[config.mk]
export PLATFORM = sky130hd
export DESIGN_NAME = uart_sdram_cmd_sequencer
export DESIGN_NICKNAME = d
export VERILOG_FILES = /design/src/rtl/sdram_cmd_pkg.sv /design/src/rtl/cycle_timer.sv /design/src/rtl/uart_sdram_cmd_sequencer.sv
export SDC_FILE = /design/constraint.sdc
export NUM_CORES = 1
export LEC_CHECK = 0
export CORE_ASPECT_RATIO = 1.1
export CORE_MARGIN = 2
export CORE_UTILIZATION = 55
export DETAILED_ROUTE_END_ITERATION = 8
export PLACE_DENSITY_LB_ADDON = 0.1
export SYNTH_ARGS = -nofsm -noshare
export SYNTH_HDL_FRONTEND = slang
export SYNTH_SLANG_ARGS = --single-unit
[constraint.sdc]
create_clock -name i_sys_clk -period 3.8 [get_ports i_sys_clk]
set_input_delay 0.76 -clock i_sys_clk [delete_from_list [all_inputs] [get_ports i_sys_clk]]
set_output_delay 0.76 -clock i_sys_clk [all_outputs]
set_load 0.01 [all_outputs]
[src/rtl/sdram_cmd_pkg.sv]
// Shared command codes and sequencer state encoding for the UART-to-SDRAM command path.
package sdram_cmd_pkg;

  localparam logic [7:0] CMD_WRITE = 8'h77;
  localparam logic [7:0] CMD_READ  = 8'h72;

  typedef enum logic [2:0] {
    IDLE     = 3'd0,
    GET_ADDR = 3'd1,
    GET_DATA = 3'd2,
    ISSUE    = 3'd3,
    WAIT_RD  = 3'd4,
    SEND     = 3'd5
  } seq_state_t;

  function automatic logic is_busy(input seq_state_t s);
    return (s == ISSUE) || (s == WAIT_RD) || (s == SEND);
  endfunction

endpackage

[src/rtl/cycle_timer.sv]
// Loadable down-counter; expired_o flags the last enabled cycle of a Cycles-long window.
module cycle_timer #(
  parameter int unsigned Cycles = 16
) (
  input  logic clk_i,
  input  logic rst_i,
  input  logic load_i,
  input  logic en_i,
  output logic expired_o
);

  localparam int unsigned W = $clog2(Cycles + 1);

  logic [W-1:0] count_q, count_d;

  // Next count: reload wins over counting down
  always_comb begin
    count_d = count_q;
    if (load_i) begin
      count_d = W'(Cycles);
    end else if (en_i && (count_q != {W{1'b0}})) begin
      count_d = count_q - W'(32'd1);
    end else begin
      count_d = count_q;
    end
  end

  // Count register
  always_ff @(posedge clk_i or posedge rst_i) begin
    if (rst_i) begin
      count_q <= {W{1'b0}};
    end else begin
      count_q <= count_d;
    end
  end

  assign expired_o = en_i && !load_i && (count_q == W'(32'd1));

endmodule

[src/rtl/uart_sdram_cmd_sequencer.sv]
// Parses 'w' addr data / 'r' addr byte commands from the UART, issues one SDRAM
// request per command and returns the low read byte; timeouts keep the link alive.
module uart_sdram_cmd_sequencer
  import sdram_cmd_pkg::*;
#(
  parameter int unsigned ClockFreq        = 133_000_000,
  parameter int unsigned AddrWidth        = 24,
  parameter int unsigned DataWidth        = 16,
  parameter int unsigned ReqTimeoutCycles = 4096
) (
  input  logic                 i_sys_clk,
  input  logic                 i_rst,
  input  logic                 i_rx_valid,
  input  logic [7:0]           i_rx_data,
  output logic                 o_tx_valid,
  output logic [7:0]           o_tx_data,
  input  logic                 i_tx_ready,
  output logic                 o_req,
  output logic                 o_req_we,
  output logic [AddrWidth-1:0] o_req_addr,
  output logic [DataWidth-1:0] o_req_wdata,
  input  logic                 i_req_ack,
  input  logic                 i_rd_valid,
  input  logic [DataWidth-1:0] i_rd_data,
  output logic                 o_busy,
  output logic                 o_err_timeout
);

  localparam int unsigned ByteTimeoutCycles = ClockFreq / 32'd1000;

  seq_state_t           state_q, state_d;
  logic                 we_q, we_d;
  logic [AddrWidth-1:0] addr_q, addr_d;
  logic [DataWidth-1:0] wdata_q, wdata_d;
  logic [7:0]           tx_data_q, tx_data_d;
  logic                 req_q, req_d;
  logic                 tx_valid_q, tx_valid_d;
  logic                 busy_q, busy_d;
  logic                 err_q, err_d;

  logic byte_load_s, byte_en_s, byte_exp_s;
  logic req_load_s, req_en_s, req_exp_s;
  logic unused_s;

  assign byte_en_s = (state_q == GET_ADDR) || (state_q == GET_DATA);
  assign req_en_s  = (state_q == ISSUE) || (state_q == WAIT_RD);
  assign unused_s  = ^i_rd_data[DataWidth-1:8];

  cycle_timer #(.Cycles(ByteTimeoutCycles)) u_byte_timer (
    .clk_i    (i_sys_clk),
    .rst_i    (i_rst),
    .load_i   (byte_load_s),
    .en_i     (byte_en_s),
    .expired_o(byte_exp_s)
  );

  cycle_timer #(.Cycles(ReqTimeoutCycles)) u_req_timer (
    .clk_i    (i_sys_clk),
    .rst_i    (i_rst),
    .load_i   (req_load_s),
    .en_i     (req_en_s),
    .expired_o(req_exp_s)
  );

  // Next-state and output decode; progress (byte, ack, data) beats a same-cycle timeout
  always_comb begin
    state_d     = state_q;
    we_d        = we_q;
    addr_d      = addr_q;
    wdata_d     = wdata_q;
    tx_data_d   = tx_data_q;
    req_d       = req_q;
    tx_valid_d  = tx_valid_q;
    err_d       = 1'b0;
    byte_load_s = 1'b0;
    req_load_s  = 1'b0;
    case (state_q)
      IDLE: begin
        if (i_rx_valid && (i_rx_data == CMD_WRITE)) begin
          state_d = GET_ADDR; we_d = 1'b1; byte_load_s = 1'b1;
        end else if (i_rx_valid && (i_rx_data == CMD_READ)) begin
          state_d = GET_ADDR; we_d = 1'b0; byte_load_s = 1'b1;
        end else begin
          state_d = IDLE;
        end
      end
      GET_ADDR: begin
        if (i_rx_valid) begin
          addr_d = AddrWidth'(i_rx_data);
          if (we_q) begin
            state_d = GET_DATA; byte_load_s = 1'b1;
          end else begin
            state_d = ISSUE; req_d = 1'b1; req_load_s = 1'b1;
          end
        end else if (byte_exp_s) begin
          state_d = IDLE; err_d = 1'b1;
        end else begin
          state_d = GET_ADDR;
        end
      end
      GET_DATA: begin
        if (i_rx_valid) begin
          wdata_d = DataWidth'(i_rx_data);
          state_d = ISSUE; req_d = 1'b1; req_load_s = 1'b1;
        end else if (byte_exp_s) begin
          state_d = IDLE; err_d = 1'b1;
        end else begin
          state_d = GET_DATA;
        end
      end
      ISSUE: begin
        if (i_req_ack) begin
          req_d = 1'b0;
          if (we_q) begin
            state_d = IDLE;
          end else if (i_rd_valid) begin
            tx_data_d = i_rd_data[7:0]; tx_valid_d = 1'b1; state_d = SEND;
          end else begin
            state_d = WAIT_RD;
          end
        end else if (req_exp_s) begin
          req_d = 1'b0; state_d = IDLE; err_d = 1'b1;
        end else begin
          state_d = ISSUE;
        end
      end
      WAIT_RD: begin
        if (i_rd_valid) begin
          tx_data_d = i_rd_data[7:0]; tx_valid_d = 1'b1; state_d = SEND;
        end else if (req_exp_s) begin
          state_d = IDLE; err_d = 1'b1;
        end else begin
          state_d = WAIT_RD;
        end
      end
      SEND: begin
        if (i_tx_ready) begin
          tx_valid_d = 1'b0; state_d = IDLE;
        end else begin
          state_d = SEND;
        end
      end
      default: begin
        state_d = IDLE; req_d = 1'b0; tx_valid_d = 1'b0;
      end
    endcase
    busy_d = is_busy(state_d);
  end

  // State and registered outputs
  always_ff @(posedge i_sys_clk or posedge i_rst) begin
    if (i_rst) begin
      state_q    <= IDLE;
      we_q       <= 1'b0;
      addr_q     <= {AddrWidth{1'b0}};
      wdata_q    <= {DataWidth{1'b0}};
      tx_data_q  <= 8'h00;
      req_q      <= 1'b0;
      tx_valid_q <= 1'b0;
      busy_q     <= 1'b0;
      err_q      <= 1'b0;
    end else begin
      state_q    <= state_d;
      we_q       <= we_d;
      addr_q     <= addr_d;
      wdata_q    <= wdata_d;
      tx_data_q  <= tx_data_d;
      req_q      <= req_d;
      tx_valid_q <= tx_valid_d;
      busy_q     <= busy_d;
      err_q      <= err_d;
    end
  end

  assign o_req         = req_q;
  assign o_req_we      = we_q & req_q;
  assign o_req_addr    = addr_q;
  assign o_req_wdata   = wdata_q;
  assign o_tx_valid    = tx_valid_q;
  assign o_tx_data     = tx_data_q;
  assign o_busy        = busy_q;
  assign o_err_timeout = err_q;

endmodule
### Word-level counts from Yosys, hierarchy flattened

Cells that the tools add are included.

* $add $sub $neg: 2
* $mul: 0
* div/mod/pow operators: 0
* $lt $le $gt $ge: 0
* equal/unequal tests: 19
* shift-type cells: 0
* mux-type cells: 51
* bitwise operators: 3
* reduce and logical (&&, ||, !) cells: 30

Operator list (count)
* $mux 18: 2
* $mux 1: 28
* $mux 13: 2
* $mux 8: 3
* $eq 18x1->1 const B: 1
* $mux 3: 6
* $pmux 3 s6: 1
* $reduce_bool 18->1: 1
* $sub 18x1->18 const B: 1
* $eq 8x7->1 const B: 2
* $pmux 8 s2: 1
* $eq 13x1->1 const B: 1
* $reduce_bool 13->1: 1
* $sub 13x1->13 const B: 1
* $eq 3x3->1 const B: 4
* $ne 2x2->1 const B: 6
* $eq 3x2->1 const B: 3
* $logic_and 1x1->1: 8
* $pmux 1 s4: 2
* $reduce_bool 2->1: 4
* $mux 2: 3
* $reduce_and 2->1: 3
* $reduce_or 3->1: 2
* $reduce_and 5->1: 1
* 12 further kinds: 18

* flip-flop bits (word level): 63
* latch bits: 0
* bits in writable memories: 0
* ROM bits: 0
* input bits: 30
* output and inout port bits: 53
* memories kept: 0

### Longest topological paths before layout

* depth in word-level cells: 14
* depth in mapped cells: 8
* mapped depth without buffers: 6

### Hierarchy

Synthesis repeated with hierarchy kept, for this count alone.

* cells, all modules: 332
* area, all modules: 3537.1 µm²

By module, submodules not included
* uart_sdram_cmd_sequencer: times used 1, cells an instance 141, area an instance 1684.1 µm², seq. area each 800.8 µm²
* cycle_timer (u_byte_timer): times used 1, cells an instance 115, area an instance 1112.3 µm², seq. area each 450.4 µm²
* cycle_timer (u_req_timer): times used 1, cells an instance 76, area an instance 740.7 µm², seq. area each 325.3 µm²

### Worst setup path before layout

No wires, ideal clock.

* kind: flip-flop to flip-flop
* from: register u_byte_timer.count_q[0]
* to: register u_byte_timer.count_q[15]
* library setup time: 0.077 ns
* arrival time: 2.176 ns
* data required time: 3.723 ns
* setup slack: 1.547 ns
* stages on the path, launching flop included: 6
* path buffers: 1
* period minus slack after synthesis: 2.253 ns
* cell sequence: dfrtp_1 or4_4 or4b_1 buf_2 or4_1 a21oi_1

* longest elaborated chain between the ends: 3

Ends and longest elaborated chain
* start: declaration: line cycle_timer.sv:14 `logic [W-1:0] count_q, count_d;`
* start signal: assignment: line cycle_timer.sv:31 `count_q <= {W{1'b0}};`
* start signal: assignment: line cycle_timer.sv:33 `count_q <= count_d;`
* $sub 18x1->18 or $reduce_bool 18->1 (tied branches): line cycle_timer.sv:22, cycle_timer.sv:21
* $mux 18 or $logic_and 1x1->1 (tied branches): line cycle_timer.sv:21 `end else if (en_i && (count_q != {W{1'b0}})) begin`
* $mux 18 or $reduce_bool 2->1 (tied branches)

Parallel ways exist; a longest one is shown, timed or not. The select of a mux whose other input is x is not followed.
A chain may end at the register's enable or synchronous reset.

### Final worst setup path

* from: input i_rx_valid
* to: register u_byte_timer.count_q[17]

* longest elaborated chain between the ends: 5

Ends and longest elaborated chain
* start: declaration: line uart_sdram_cmd_sequencer.sv:13 `input logic i_rx_valid,`
* $logic_and 1x1->1: line uart_sdram_cmd_sequencer.sv:81 `end else if (i_rx_valid && (i_rx_data == CMD_READ)) begin`
* $mux 1: line uart_sdram_cmd_sequencer.sv:81
* $mux 1: line uart_sdram_cmd_sequencer.sv:79 `if (i_rx_valid && (i_rx_data == CMD_WRITE)) begin`
* $pmux 1 s2 (*): line uart_sdram_cmd_sequencer.sv:77 `case (state_q)`
* $mux 18 or $reduce_bool 2->1 (tied branches)

Mark *: on every way between the ends. The rest lies on a longest branch, timed or not.

==> summary.txt <==
Timing
  – Min Hold Slack: 0.483 ns
  – Share of the clock period used by the worst path: 0.692
  – Slew at the pin closest to its max-slew limit: 1.03 ns
  – Setup-failing EPs final: 0
  – Worst max-slew margin expressed relative to the limit: 0.311
  – Unrepaired setup endpoints after global routing: no
  – Max Clk Rate: 380 MHz
  – Shortest clock period the worst path allows after layout: 2.63 ns
  – Setup_tns: 0 ns
  – Clock tree skew after final layout: 0.0107 ns
  – Hold Vio Cnt, Final: 0
  – Final max-slew violation count: 0

Die
  – Width of the die: 82.0 um
  – Standard cell core area: 6520 um2
  – Die Footprint: 7360 um2
  – Initial Utilization: 0.564
  – Vertical extent of the die: 89.8 um
  – I/O Pins: 83
  – Number of rows created at floorplan: 31

Layout
  – Fill cell instance count of the final layout: 530
  – Layout cells sized above 1: 0.114
  – Post-Layout Cell Count: 513
  – Storage cell area: 1580 um2
  – Area taken by multi-input logic gates: 1880 um2
  – Area added between synthesis and finish: 17.8%
  – Design Area, Final: 4330 um2
  – # diodes: 0
  – Final core area utilization: 0.665
  – Nets: 463

Power
  – Worst ir drop on vdd: 0.412 mV
  – Pwr Density: 706 nW/um2
  – Leakage power summed over all cells: 0.00178 uW

Min path
  – Hold/Removal Path Class: reg2reg

Clocking
  – Bufs on Longest Clock Path: 2
  – Number of levels in the clock H-tree: 3
  – Count of instances resized after the clock tree is built: 0
  – Clock transition at path regs: 0.07 ns
  – Sink Count: 63
  – Number of buffers created by CTS: 9
  – Root cell of the clock tree: sky130_fd_sc_hd__clkbuf_8
  – Clock tree from TritonCTS: built
  – Quantity of hold-fixing buffers added after cts: 0
  – Setup bufs post-CTS: 0
  – Clock latency reported for the late side of the worst-skew pair: 0.34 ns

Setup path
  – CP cell instances: clkdlybuf4s50_1 -> nor4bb_2 -> nand2_1 -> and3_1 -> mux2i_1
  – Maximum net fanout on the critical path: 16
  – Slowest stage delay, CP: 0.61 ns
  – Worst Path Buf+Inv: 1
  – Critical path data arrival time: 2.89 ns
  – Kind of critical path: in2reg
  – Startpoint type of the worst setup path: input port
  – Largest delay share family, worst path: simple AND/OR/NAND/NOR gates
  – Endpoint required time on the critical path: 4.06 ns
  – Highest-delay cell along the critical path: sky130_fd_sc_hd__clkdlybuf4s50_1
  – Capturing element type of the critical path: flip-flop

Logic synthesis
  – Count of flip-flops with a built-in enable after synthesis: 0
  – Proportion of synthesized chip area in sequential cells: 0.429
  – Average size of a mapped cell: 9.60 um2
  – Number of distinct library cell variants in the gate-level netlist after synthesis: 59
  – Share of flip-flops with an asynchronous set or reset: 1.00
  – Flops & latches, synth: 63
  – Prevailing post-synth register cell: sky130_fd_sc_hd__dfrtp_1
  – Syn Inst Count: 383
  – Synth warnings: 0
  – Top area cells in the synthesized netlist: sky130_fd_sc_hd__dfrtp_1 (43%), sky130_fd_sc_hd__buf_4 (4.9%), sky130_fd_sc_hd__mux2_2 (4.9%)
  – Fraction of synthesized cell area taken by the top area cell type: 0.429
  – Largest area contributor in the netlist: sky130_fd_sc_hd__dfrtp_1
  – Cell Area, Synth: 3680 um2

Global routing
  – Gr ovfl total: 0
  – Maximum number of pins on one net before global-route repair: 52
  – Aggregate global-route resource usage: 0.232
  – Antenna violations before repair: 0
  – Wire length of the first global-routing pass: 13400 um
  – Vias in the first global route: 2839

Detailed routing
  – Remaining DRCs: 0
  – WL per Instance: 15.7 um
  – Ratio of routed vias to standard cells: 5.87
  – Number of iterations in the first detailed-routing pass: 4
  – Total number of vias: 3012
  – Post-Route WL: 8040 um
  – ANT nets after route: 0
  – Iteration-0 DRC count of the detailed router: 105

Placed design
  – RePlAce Congestion: 0.817
  – Count of port buffers added during placement: 50
  – Detail Placement HPWL: 5570 um
  – Dpl cells: 498
  – Placed cell areas: 4150 um2

Run
  – Max-Cap Viols: 0

Outcome
  – Status: finished, final reports clean
area by class of cell:
class                   count  area share
clock buffers              12      0.0381
clock inverters             3     0.00405
inverters                   9     0.00780
multi-input cells         287       0.435
flip-flops and latches     63       0.364
well taps                  82      0.0237
repair buffers             57       0.128
metrics by stage:
step | setup WS [ns] | total power [uW]
floorplan | 1.47 | 2020
global placement | 0.860 | 2490
detailed placement | 0.821 | 2530
CTS | 1.15 | 3080
global route | 0.904 | 3290
finish | 1.17 | 3060
where the power goes:
part / switching, uW / total [uW] / internal (uW)
Sequential: 264 / 1210 / 943
Combinational: 642 / 1320 / 676
Clock: 250 / 534 / 284
Total: 1160 / 3060 / 1900
tightest hold or removal path, stage by stage (launching register included):
cell and delay [ns]:
sky130_fd_sc_hd__dfrtp_1 0.35, sky130_fd_sc_hd__nand2_1 0.05, sky130_fd_sc_hd__nand2_1 0.05
state kept, by name (all words and copies together) (netlist names):
register and cells:
state_q 3, o_busy 1, o_tx_data 8, u_byte_timer.count_q 18
o_req 1, we_q 1, o_req_wdata 8, o_req_addr 8
o_tx_valid 1, o_err_timeout 1, u_req_timer.count_q 13
layout by cell type, fill, tap and decap left out, drive strengths merged, types with 9 or more instances in the layout:
cell | synthesis | layout
nor3 | 14 | 14
or4 | 12 | 12
inv | 9 | 9
mux2i | 15 | 15
or3 | 18 | 18
nor2 | 15 | 15
nand2 | 36 | 36
mux2 | 16 | 16
nor4 | 10 | 10
clkdlybuf4s50 | 0 | 50
dfrtp | 63 | 63
o21ai | 9 | 9
clkbuf | 17 | 12
conb | 1 | 24
nand3 | 10 | 10
a21oi | 23 | 23
cells by family (layout without fill, tap and decap cells):
logic type,count (synthesis),in the layout,synth area share
and+or+nand+nor,159,159,0.252
AOI/OAI and AO/OA,64,64,0.116
DFF,63,63,0.429
buffers and inverters,56,81,0.0847
muxes,31,31,0.0898
adders and majority gates,6,6,0.0204
xor gates and xnor gates,3,3,0.00715
other,1,24,0.00102
path summary, 6_finish.rpt:
check / start / endpoint / slack, ns / depth (start not counted)
min: o_req_wdata[4] / o_req_wdata[4] / 0.48 / 2
max in group asynchronous: i_rst / u_byte_timer.count_q[3] / 2.10 / 3
max: i_rx_valid / u_byte_timer.count_q[17] / 1.17 / 5
max reg2reg: u_byte_timer.count_q[0] / u_byte_timer.count_q[15] / 1.37 / 4
min in group asynchronous: i_rst / o_req_addr[1] / 0.99 / 2
min reg2reg: o_req_wdata[4] / o_req_wdata[4] / 0.48 / 2
cell usage after synthesis (all sizes together), types with 3 or more instances:
master   n
nand4    3
clkbuf  17
nor3    14
nand3b   6
and2     3
nand2b   3
ha       6
o41ai    3
or3     18
and3     7
dfrtp   63
nor4    10
inv      9
or4b     3
nand2   36
a21oi   23
mux2i   15
nor3b    4
nand3   10
or4     12
o21ai    9
a211oi   3
and4     3
mux2    16
nor2    15
o31ai    8
buf     30
o211ai   3
per-layer routing:
| layer | global-route usage | vias up | share of wire | routed length (um) |
|---|---|---|---|---|
| li1 | - | 1466 | - | - |
| met1 | 0.310 | 1469 | 0.45 | 3620 |
| met2 | 0.364 | 67 | 0.48 | 3880 |
| met3 | 0.0522 | 10 | 0.050 | 402 |
| met4 | 0.0875 | 0 | 0.016 | 131 |
| met5 | 0 | - | 0 | 0 |
(Power assumes the default switching activity.)
